`config.mk`:
```
export PLATFORM = sky130hd
export DESIGN_NAME = load_store_unit
export DESIGN_NICKNAME = d
export VERILOG_FILES = /design/src/rtl/load_store_unit.sv
export SDC_FILE = /design/constraint.sdc
export NUM_CORES = 1
export LEC_CHECK = 0
export CORE_MARGIN = 2
export CORE_UTILIZATION = 35
export DETAILED_ROUTE_END_ITERATION = 10
export PLACE_DENSITY = 0.63
export SYNTH_ARGS = -nofsm -noshare
export SYNTH_HDL_FRONTEND = slang
export SYNTH_SLANG_ARGS = --single-unit
```
`constraint.sdc`:
```
create_clock -name clk -period 2.5 [get_ports clk]
set_input_delay 0.25 -clock clk [delete_from_list [all_inputs] [get_ports clk]]
set_output_delay 0.25 -clock clk [all_outputs]
set_load 0.01 [all_outputs]
```
`src/rtl/load_store_unit.sv`:
```
`default_nettype none
// ============================================================================
// Module   : load_store_unit
// Brief    : MEM-stage front end for a word-wide big-endian data memory.
//            Performs lane alignment, load extension and sub-word RMW stores.
// Revision : 1.0 - initial release
// ============================================================================
module load_store_unit #(
   parameter int MEM_LATENCY = 2,
   parameter int MEM_BYTES   = 32
) (
   input  logic        clk,
   input  logic        rst_n,
   input  logic        req_valid,
   output logic        req_ready,
   input  logic        req_write,
   input  logic [1:0]  req_size,
   input  logic        req_signed,
   input  logic [31:0] req_addr,
   input  logic [31:0] req_wdata,
   output logic        resp_valid,
   output logic [31:0] resp_rdata,
   output logic        resp_err,
   output logic [31:0] mem_address,
   output logic [31:0] mem_write_data,
   output logic        mem_memread,
   output logic        mem_memwrite,
   input  logic [31:0] mem_read_data
);

   typedef enum logic [1:0] {
      IDLE  = 2'd0,
      READ  = 2'd1,
      WRITE = 2'd2,
      RESP  = 2'd3
   } state_t;

   localparam logic [1:0]  C_SIZE_BYTE = 2'b00;
   localparam logic [1:0]  C_SIZE_HALF = 2'b01;
   localparam logic [1:0]  C_SIZE_WORD = 2'b10;
   localparam logic [1:0]  C_SIZE_RSVD = 2'b11;
   localparam logic [3:0]  C_CNT_INIT  = 4'(MEM_LATENCY - 1);
   localparam logic [32:0] C_MEM_BYTES = 33'(MEM_BYTES);

   state_t      r_state;
   logic [3:0]  r_cnt;
   logic        r_write;
   logic [1:0]  r_size;
   logic        r_signed;
   logic [1:0]  r_off;
   logic [15:0] r_wdata;

   logic [2:0]  w_bytes;
   logic [32:0] w_end;
   logic        w_err;
   logic [7:0]  w_byte;
   logic [15:0] w_half;
   logic [31:0] w_load_data;
   logic [31:0] w_merged;

   assign req_ready = (r_state == IDLE);

   // Range check uses a 33-bit sum so addresses near 2^32 cannot wrap into range.
   always_comb begin
      w_bytes = 3'd4;
      case (req_size)
         C_SIZE_BYTE: w_bytes = 3'd1;
         C_SIZE_HALF: w_bytes = 3'd2;
         default:     w_bytes = 3'd4;
      endcase
      w_end = {1'b0, req_addr} + {30'd0, w_bytes};
      w_err = (req_size == C_SIZE_RSVD)
            | ((req_size == C_SIZE_HALF) & req_addr[0])
            | ((req_size == C_SIZE_WORD) & (req_addr[1:0] != 2'b00))
            | (w_end > C_MEM_BYTES);
   end

   always_comb begin
      w_byte = 8'd0;
      case (r_off)
         2'd0: w_byte = mem_read_data[31:24];
         2'd1: w_byte = mem_read_data[23:16];
         2'd2: w_byte = mem_read_data[15:8];
         2'd3: w_byte = mem_read_data[7:0];
      endcase
      w_half = r_off[1] ? mem_read_data[15:0] : mem_read_data[31:16];
      case (r_size)
         C_SIZE_BYTE: w_load_data = {{24{r_signed & w_byte[7]}}, w_byte};
         C_SIZE_HALF: w_load_data = {{16{r_signed & w_half[15]}}, w_half};
         default:     w_load_data = mem_read_data;
      endcase
   end

   // Merge store data into the word fetched during READ, keeping other lanes.
   always_comb begin
      w_merged = mem_read_data;
      if (r_size == C_SIZE_BYTE) begin
         case (r_off)
            2'd0: w_merged[31:24] = r_wdata[7:0];
            2'd1: w_merged[23:16] = r_wdata[7:0];
            2'd2: w_merged[15:8]  = r_wdata[7:0];
            2'd3: w_merged[7:0]   = r_wdata[7:0];
         endcase
      end else if (r_off[1]) begin
         w_merged[15:0] = r_wdata;
      end else begin
         w_merged[31:16] = r_wdata;
      end
   end

   always_ff @(posedge clk or negedge rst_n) begin
      if (!rst_n) begin
         r_state        <= IDLE;
         r_cnt          <= 4'd0;
         r_write        <= 1'b0;
         r_size         <= 2'b00;
         r_signed       <= 1'b0;
         r_off          <= 2'b00;
         r_wdata        <= 16'd0;
         resp_valid     <= 1'b0;
         resp_err       <= 1'b0;
         resp_rdata     <= 32'd0;
         mem_address    <= 32'd0;
         mem_write_data <= 32'd0;
         mem_memread    <= 1'b0;
         mem_memwrite   <= 1'b0;
      end else begin
         case (r_state)
            IDLE: begin
               if (req_valid) begin
                  r_write  <= req_write;
                  r_size   <= req_size;
                  r_signed <= req_signed;
                  r_off    <= req_addr[1:0];
                  r_wdata  <= req_wdata[15:0];
                  if (w_err) begin
                     r_state    <= RESP;
                     resp_valid <= 1'b1;
                     resp_err   <= 1'b1;
                     resp_rdata <= 32'd0;
                  end else if (req_write && (req_size == C_SIZE_WORD)) begin
                     r_state        <= WRITE;
                     mem_address    <= {req_addr[31:2], 2'b00};
                     mem_write_data <= req_wdata;
                     mem_memwrite   <= 1'b1;
                  end else begin
                     r_state     <= READ;
                     mem_address <= {req_addr[31:2], 2'b00};
                     mem_memread <= 1'b1;
                     r_cnt       <= C_CNT_INIT;
                  end
               end
            end
            READ: begin
               if (r_cnt == 4'd0) begin
                  mem_memread <= 1'b0;
                  if (r_write) begin
                     r_state        <= WRITE;
                     mem_write_data <= w_merged;
                     mem_memwrite   <= 1'b1;
                  end else begin
                     r_state    <= RESP;
                     resp_valid <= 1'b1;
                     resp_err   <= 1'b0;
                     resp_rdata <= w_load_data;
                  end
               end else begin
                  r_cnt <= r_cnt - 4'd1;
               end
            end
            WRITE: begin
               mem_memwrite <= 1'b0;
               r_state      <= RESP;
               resp_valid   <= 1'b1;
               resp_err     <= 1'b0;
               resp_rdata   <= 32'd0;
            end
            RESP: begin
               resp_valid <= 1'b0;
               resp_err   <= 1'b0;
               r_state    <= IDLE;
            end
         endcase
      end
   end

endmodule
`default_nettype wire

```
==> flow_metrics.tcl, run 1 <==
set metrics [dict create \
    die_y_um 147.8 \
    num_antenna_cells 0 \
    grt_max_degree 68 \
    worstMarginPinSlew_ns 0.7353 \
    fmax_mhz 300.4 \
    hold_viol 0 \
    clk_latency_ns 0.42 \
    grt_usage_pct 22.86 \
    numCtsBuffers 17 \
    setup_viol 104 \
    rsz0062_at_grt "yes" \
    final_cells 1316 \
    synth-edff-count 0 \
    viasPerCell 5.214 \
    violations "negative setup slack" \
    worst_ep_arrival_time_ns 3.63 \
    netlist_instances 729 \
    cp-end-kind "register" \
    hpwl_um 17980 \
    synth_flop_cell "dfrtp_1" \
    async_reset_ff_share_pct 100.0 \
    vias 6862 \
    dr.pass1.iters 5 \
    wl_per_cell_um 19.01 \
    cts_sinks 126 \
    fin_util_pct 56.43 \
    hold_class "input port to register" \
    worstSetupPathType "input port to register" \
    maxSlewHeadroom_pct 50.98 \
    irDropWorstVdd_v 0.0006673 \
    min_from "req_addr[0]" \
    globalRouteOverflowTotal 0 \
    syn-cell-area_um2 7241 \
    clkTransAtPathRegs_ns 0.06 \
    cts_buffer_depth 2 \
    power.leakage_nw 5.138 \
    status "complete, but fails checks" \
    drt_wl_total_um 25010 \
    fin_ws_ns -0.8289 \
    ys_seq_elements 126 \
    power_density_nw_per_um2 1106 \
    cts_root_buf "clkbuf_16" \
    worstPathRequired_ns 2.80 \
    die-area_um2 21850 \
    fin_crit_ns 3.329 \
    gp_congestion 0.8795 \
    start_kind "input port" \
    die_x_um 147.8 \
    cts_tree "yes" \
    final.fill_count 1852 \
    drtIter0Drc 575 \
    worstPathMaxFanout 8 \
    io_pins 204 \
    start_util_pct 35.67 \
    crit_path_start "req_size[1]" \
    grt_pass1_vias 7006 \
    drtAntennaViolNets 0 \
    worst_r2r_startpoint "r_state[0]" \
    htreeDepth 4 \
    syn_avg_cell_area_um2 9.932 \
    antenna_found_initial 0 \
    io_buffers 201 \
    rows 52 \
    coreArea_um2 20300 \
    drcViolationCount 0 \
    drive_above_1_share_pct 27.34 \
    final.period_utilization_pct 133.2 \
    finalMaxSlewViolations 0 \
    syn_to_final_growth_pct 58.22 \
    final_nets 1147 \
    placed_cells 1259 \
    clock_skew_ns 0.008386 \
    ys_seq_area_share_pct 43.55 \
    yosys_warnings 0 \
    cap_violations 0 \
    synth_cell_types 69 \
    grt_pass1_wl_um 39050 \
]
## cell families (layout without fill, tap and decap cells)
group | count (synthesis) | count (layout) | share of synthesized area [%]
simple gates | 194 | 194 | 13.76
buf+inv | 99 | 415 | 5.702
fa+ha+maj | 11 | 11 | 2.005
mux | 112 | 112 | 18.16
compound gates | 182 | 182 | 16.30
xor+xnor | 4 | 4 | 0.4839
other cells | 1 | 2 | 0.05179
flops | 126 | 126 | 43.55
## placed cells by master, fill, tap and decap left out, drive strengths merged, types with 20 or more instances in the layout
| cell type | count |
|---|---|
| dfrtp | 126 |
| and2 | 30 |
| o21ai | 38 |
| nand2 | 46 |
| buf | 130 |
| inv | 60 |
| mux2i | 29 |
| a21oi | 57 |
| mux2 | 75 |
| nor2 | 53 |
| dlygate4sd2 | 20 |
| clkdlybuf4s50 | 176 |
## Yosys cell counts (9+ instances only)
cell      number  share of area (%)
o22a_1         9                1.1
o221ai_1      15                1.8
o21ai_0       36                2.5
dfrtp_1      126                 44
clkbuf_1      29                1.5
o22ai_1       13                1.1
inv_1         55                2.9
nand3_1       16                1.1
nand2_1       46                2.4
ha_1          10                1.7
mux2_2        41                6.4
a21oi_1       57                3.9
mux2i_1       29                4.0
and2_1        30                2.6
nor2_1        52                2.7
mux2_1        34                5.3
## report_power, final
group | switching [mW] | internal (mW)
clock | 0.980 | 1.48
combinational | 3.27 | 3.78
sequential | 0.455 | 2.70
## metal layers
layer,track usage (%),vias up,routed length (µm)
li1,-,3241,-
met1,32.59,3337,11540
met2,34.30,254,11180
met3,6.512,30,1781
met4,5.905,0,504
met5,0,-,0
## final cells by class
| class | instances | area, µm² | area share [%] |
|---|---|---|---|
| multi-input combinational | 505 | 3999 | 34.91 |
| timing repair buffer | 327 | 3171 | 27.68 |
| sequential | 126 | 3153 | 27.52 |
| clock buffer | 17 | 425.4 | 3.713 |
| tap | 270 | 337.8 | 2.949 |
| inverter | 56 | 210.2 | 1.835 |
| clock inverter | 15 | 160.2 | 1.398 |
## what timing repair did
| item | 4_1_cts | 5_1_grt |
|---|---|---|
| endpoints found under the setup margin | 104 | 104 |
| cloned | 4 | 0 |
| hold buffers | 1 | 0 |
| pin swaps | 15 | 5 |
| buffers inserted | 18 | 4 |
| hold endpoints to repair | 62 | 0 |
| gates resized for setup | 111 | 19 |
## through the flow
step / total power [mW] / setup TNS [ns] / setup slack, ns / cell area [µm²] / hold WS (ns)
global route: 13.39 / -84.99 / -0.9264 / 11460 / 0.1922
global placement: 9.051 / -168.60 / -1.791 / 10270 / 0.2826
finish: 12.67 / -73.23 / -0.8289 / 11460 / 0.2036
detailed placement: 9.132 / -169.32 / -1.790 / 10270 / 0.2909
floorplan: 6.744 / -86.22 / -1.007 / 7321 / -0.04559
CTS: 12.44 / -71.08 / -0.8587 / 11360 / 0.1919
## sequential cells by signal (all words and copies together) (netlist names), 2 cells and up
| signal | count |
|---|---|
| mem_write_data | 32 |
| resp_rdata | 32 |
| mem_address | 30 |
| r_wdata | 16 |
| r_cnt | 4 |
| r_off | 2 |
| r_size | 2 |
| r_state | 2 |
## critical path, cell delays in order
cell and delay (ns):
buf_12 0.09, nor2_4 0.03, ha_4 0.15, fa_2 0.35, a21o_1 0.20, a311oi_1 0.26
a41o_1 0.15, nand3_1 0.06, or4_1 0.53, or4_4 0.52, nor4_4 0.18, o21ba_4 0.23
buf_4 0.14, buf_12 0.14, mux2_4 0.31
## final timing paths
kind | endpoint | slack [ns] | cells after the start
worst max-delay path | mem_write_data[25] | -0.83 | 15
worst min-delay path | r_off[0] | 0.20 | 3
worst max register to register | resp_rdata[27] | 0.02 | 8
worst min register to register | mem_address[12] | 0.49 | 1
max in group asynchronous | mem_address[4] | 1.40 | 3
min in group asynchronous | mem_write_data[20] | 0.40 | 2
(Power assumes the default switching activity.)
==> inputs of run 2 (changes only) <==
--- a/config.mk
+++ b/config.mk
@@ -6,9 +6,9 @@
 export NUM_CORES = 1
 export LEC_CHECK = 0
 export CORE_MARGIN = 2
-export CORE_UTILIZATION = 35
+export CORE_UTILIZATION = 45
 export DETAILED_ROUTE_END_ITERATION = 10
-export PLACE_DENSITY = 0.63
+export PLACE_DENSITY = 0.77
 export SYNTH_ARGS = -nofsm -noshare
 export SYNTH_HDL_FRONTEND = slang
 export SYNTH_SLANG_ARGS = --single-unit
==> flow_metrics.tcl, run 2 (synthesized netlist as in run 1, its figures left out) <==
set metrics [dict create \
    sw_frac_of_total_pct 37.07 \
    io_buffers 201 \
    grt_pass1_vias 7126 \
    htreeDepth 4 \
    finalMaxSlewViolations 0 \
    grt_max_degree 68 \
    p_switching_mw 4.750 \
    numCtsBuffers 17 \
    top_regs "mem_write_data x32, resp_rdata x32, mem_address x30" \
    fmax_mhz 289.7 \
    violations "negative setup slack" \
    cts_root_buf "clkbuf_16" \
    clk_latency_ns 0.41 \
    dr.pass1.iters 7 \
    start_util_pct 45.75 \
    combinationalPowerShare_pct 54.8 \
    use_met3_pct 8.836 \
    power_density_nw_per_um2 1126 \
    hold_class "input port to register" \
    p_int_mw 8.064 \
    final.period_utilization_pct 138.1 \
    fin_crit_ns 3.452 \
    die_y_um 130.9 \
    layout_common_cells "184 x clkdlybuf4s50_1, 126 x dfrtp_1, 103 x buf_4, 55 x inv_1, 55 x a21oi_1" \
    worstMarginPinSlew_ns 0.7341 \
    layout_commonest_cell "clkdlybuf4s50_1" \
    rsz0062_at_grt "yes" \
    drcViolationCount 0 \
    die_x_um 130.9 \
    power.leakage_nw 5.115 \
    grt_use_met2_pct 44.45 \
    place_ws_ns -1.971 \
    cp-end-kind "register" \
    clkTransAtPathRegs_ns 0.05 \
    syn_to_final_growth_pct 57.13 \
    grt_pass1_wl_um 38480 \
    vias 7161 \
    post_dp_cell_area_um2 10270 \
    cts_buffer_depth 2 \
    clock_skew_ns 0.007424 \
    viasPerCell 5.670 \
    hold_viol 0 \
    maxSlewHeadroom_pct 51.06 \
    worstPathRequired_ns 2.79 \
    drt_wl_total_um 24590 \
    irDropWorstVdd_v 0.0007426 \
    hpwl_um 17100 \
    setup_viol 104 \
    drtIter0Drc 671 \
    fin_ws_ns -0.9523 \
    final.fill_count 1106 \
    gp_congestion 0.9031 \
    io_pins 204 \
    worstSetupPathType "input port to register" \
    grt_usage_pct 29.39 \
    met1_usage_pct 40.17 \
    status "complete, but fails checks" \
    wl_per_cell_um 19.47 \
    cts_sinks 126 \
    drive_above_1_share_pct 26.55 \
    start_kind "input port" \
    globalRouteOverflowTotal 0 \
    antenna_found_initial 0 \
    rows 46 \
    cts_tree "yes" \
    design_area_um2 11380 \
    final_nets 1148 \
    die-area_um2 17120 \
    p_clk_share_pct 20.5 \
    worst_ep_arrival_time_ns 3.74 \
    num_antenna_cells 0 \
    r2r_slack_ns 0.12 \
    cap_violations 0 \
    coreArea_um2 15830 \
    drtAntennaViolNets 0 \
    p_seq_share_pct 24.7 \
    worstPathMaxFanout 16 \
    top_usage_layer "met2" \
]
[run 2: cell type report]
cell class	count	area, µm²	area share [%]
multi-input combinational	506	3991	35.08
sequential	126	3153	27.71
timing repair buffer	327	3122	27.44
clock buffer	18	439.2	3.860
tap	216	270.3	2.375
inverter	56	210.2	1.848
clock inverter	14	191.4	1.683
[run 2: critical path: stages]
cell	delay, ns
buf_8	0.10
nor2_4	0.11
ha_4	0.14
fa_2	0.43
nor2_2	0.13
o21ai_1	0.08
o311ai_1	0.29
nand2_1	0.09
or4_4	0.49
or4_4	0.58
nor4_4	0.17
buf_4	0.16
o21ba_4	0.21
buf_12	0.19
mux2_1	0.32
[run 2: worst paths after layout]
kind                               startpoint            endpoint  cells past startpoint
max                               req_size[0]  mem_write_data[12]                     15
min                               req_addr[0]            r_off[0]                      3
max reg2reg                          r_cnt[0]  mem_write_data[12]                     10
min reg2reg                mem_write_data[20]  mem_write_data[20]                      1
max in group asynchronous               rst_n          r_wdata[0]                      3
min in group asynchronous               rst_n      resp_rdata[19]                      2
[run 2: routing by layer]
metal	routed length (µm)	share of wire [%]
met4	772	3.1
met3	2514	10
met5	0	0
met2	11100	45
met1	10200	41
[run 2: stage by stage]
stage	cells	utilization, %	power, mW	hold slack [ns]	setup TNS (ns)
floorplan	730	-	6.744	-0.04559	-86.22
detailed placement	1214	64.89	9.112	0.3486	-184.64
global route	1263	71.88	13.50	0.1941	-97.85
finish	1263	71.88	12.81	0.2039	-83.06
CTS	1264	71.87	12.68	0.1869	-78.82
global placement	1214	64.89	8.978	0.3398	-179.30
[run 2: power by group through the flow]
stage | clock, mW | sequential, mW | combinational, mW
final | 2.62 | 3.16 | 7.03
after floorplan | 0 | 3.24 | 3.50
after detailed placement | 0 | 3.15 | 5.96
after global placement | 0 | 3.14 | 5.84
after global routing | 2.76 | 3.22 | 7.53
after CTS | 2.66 | 3.13 | 6.89
[run 2: timing repair]
item | 4_1_cts | 5_1_grt
endpoints found under the hold margin | 51 | 0
gates cloned | 4 | 0
setup endpoints to repair | 104 | 104
hold buffers | 1 | 0
setup buffers | 13 | 2
resized for setup | 99 | 16
pin swaps | 16 | 10
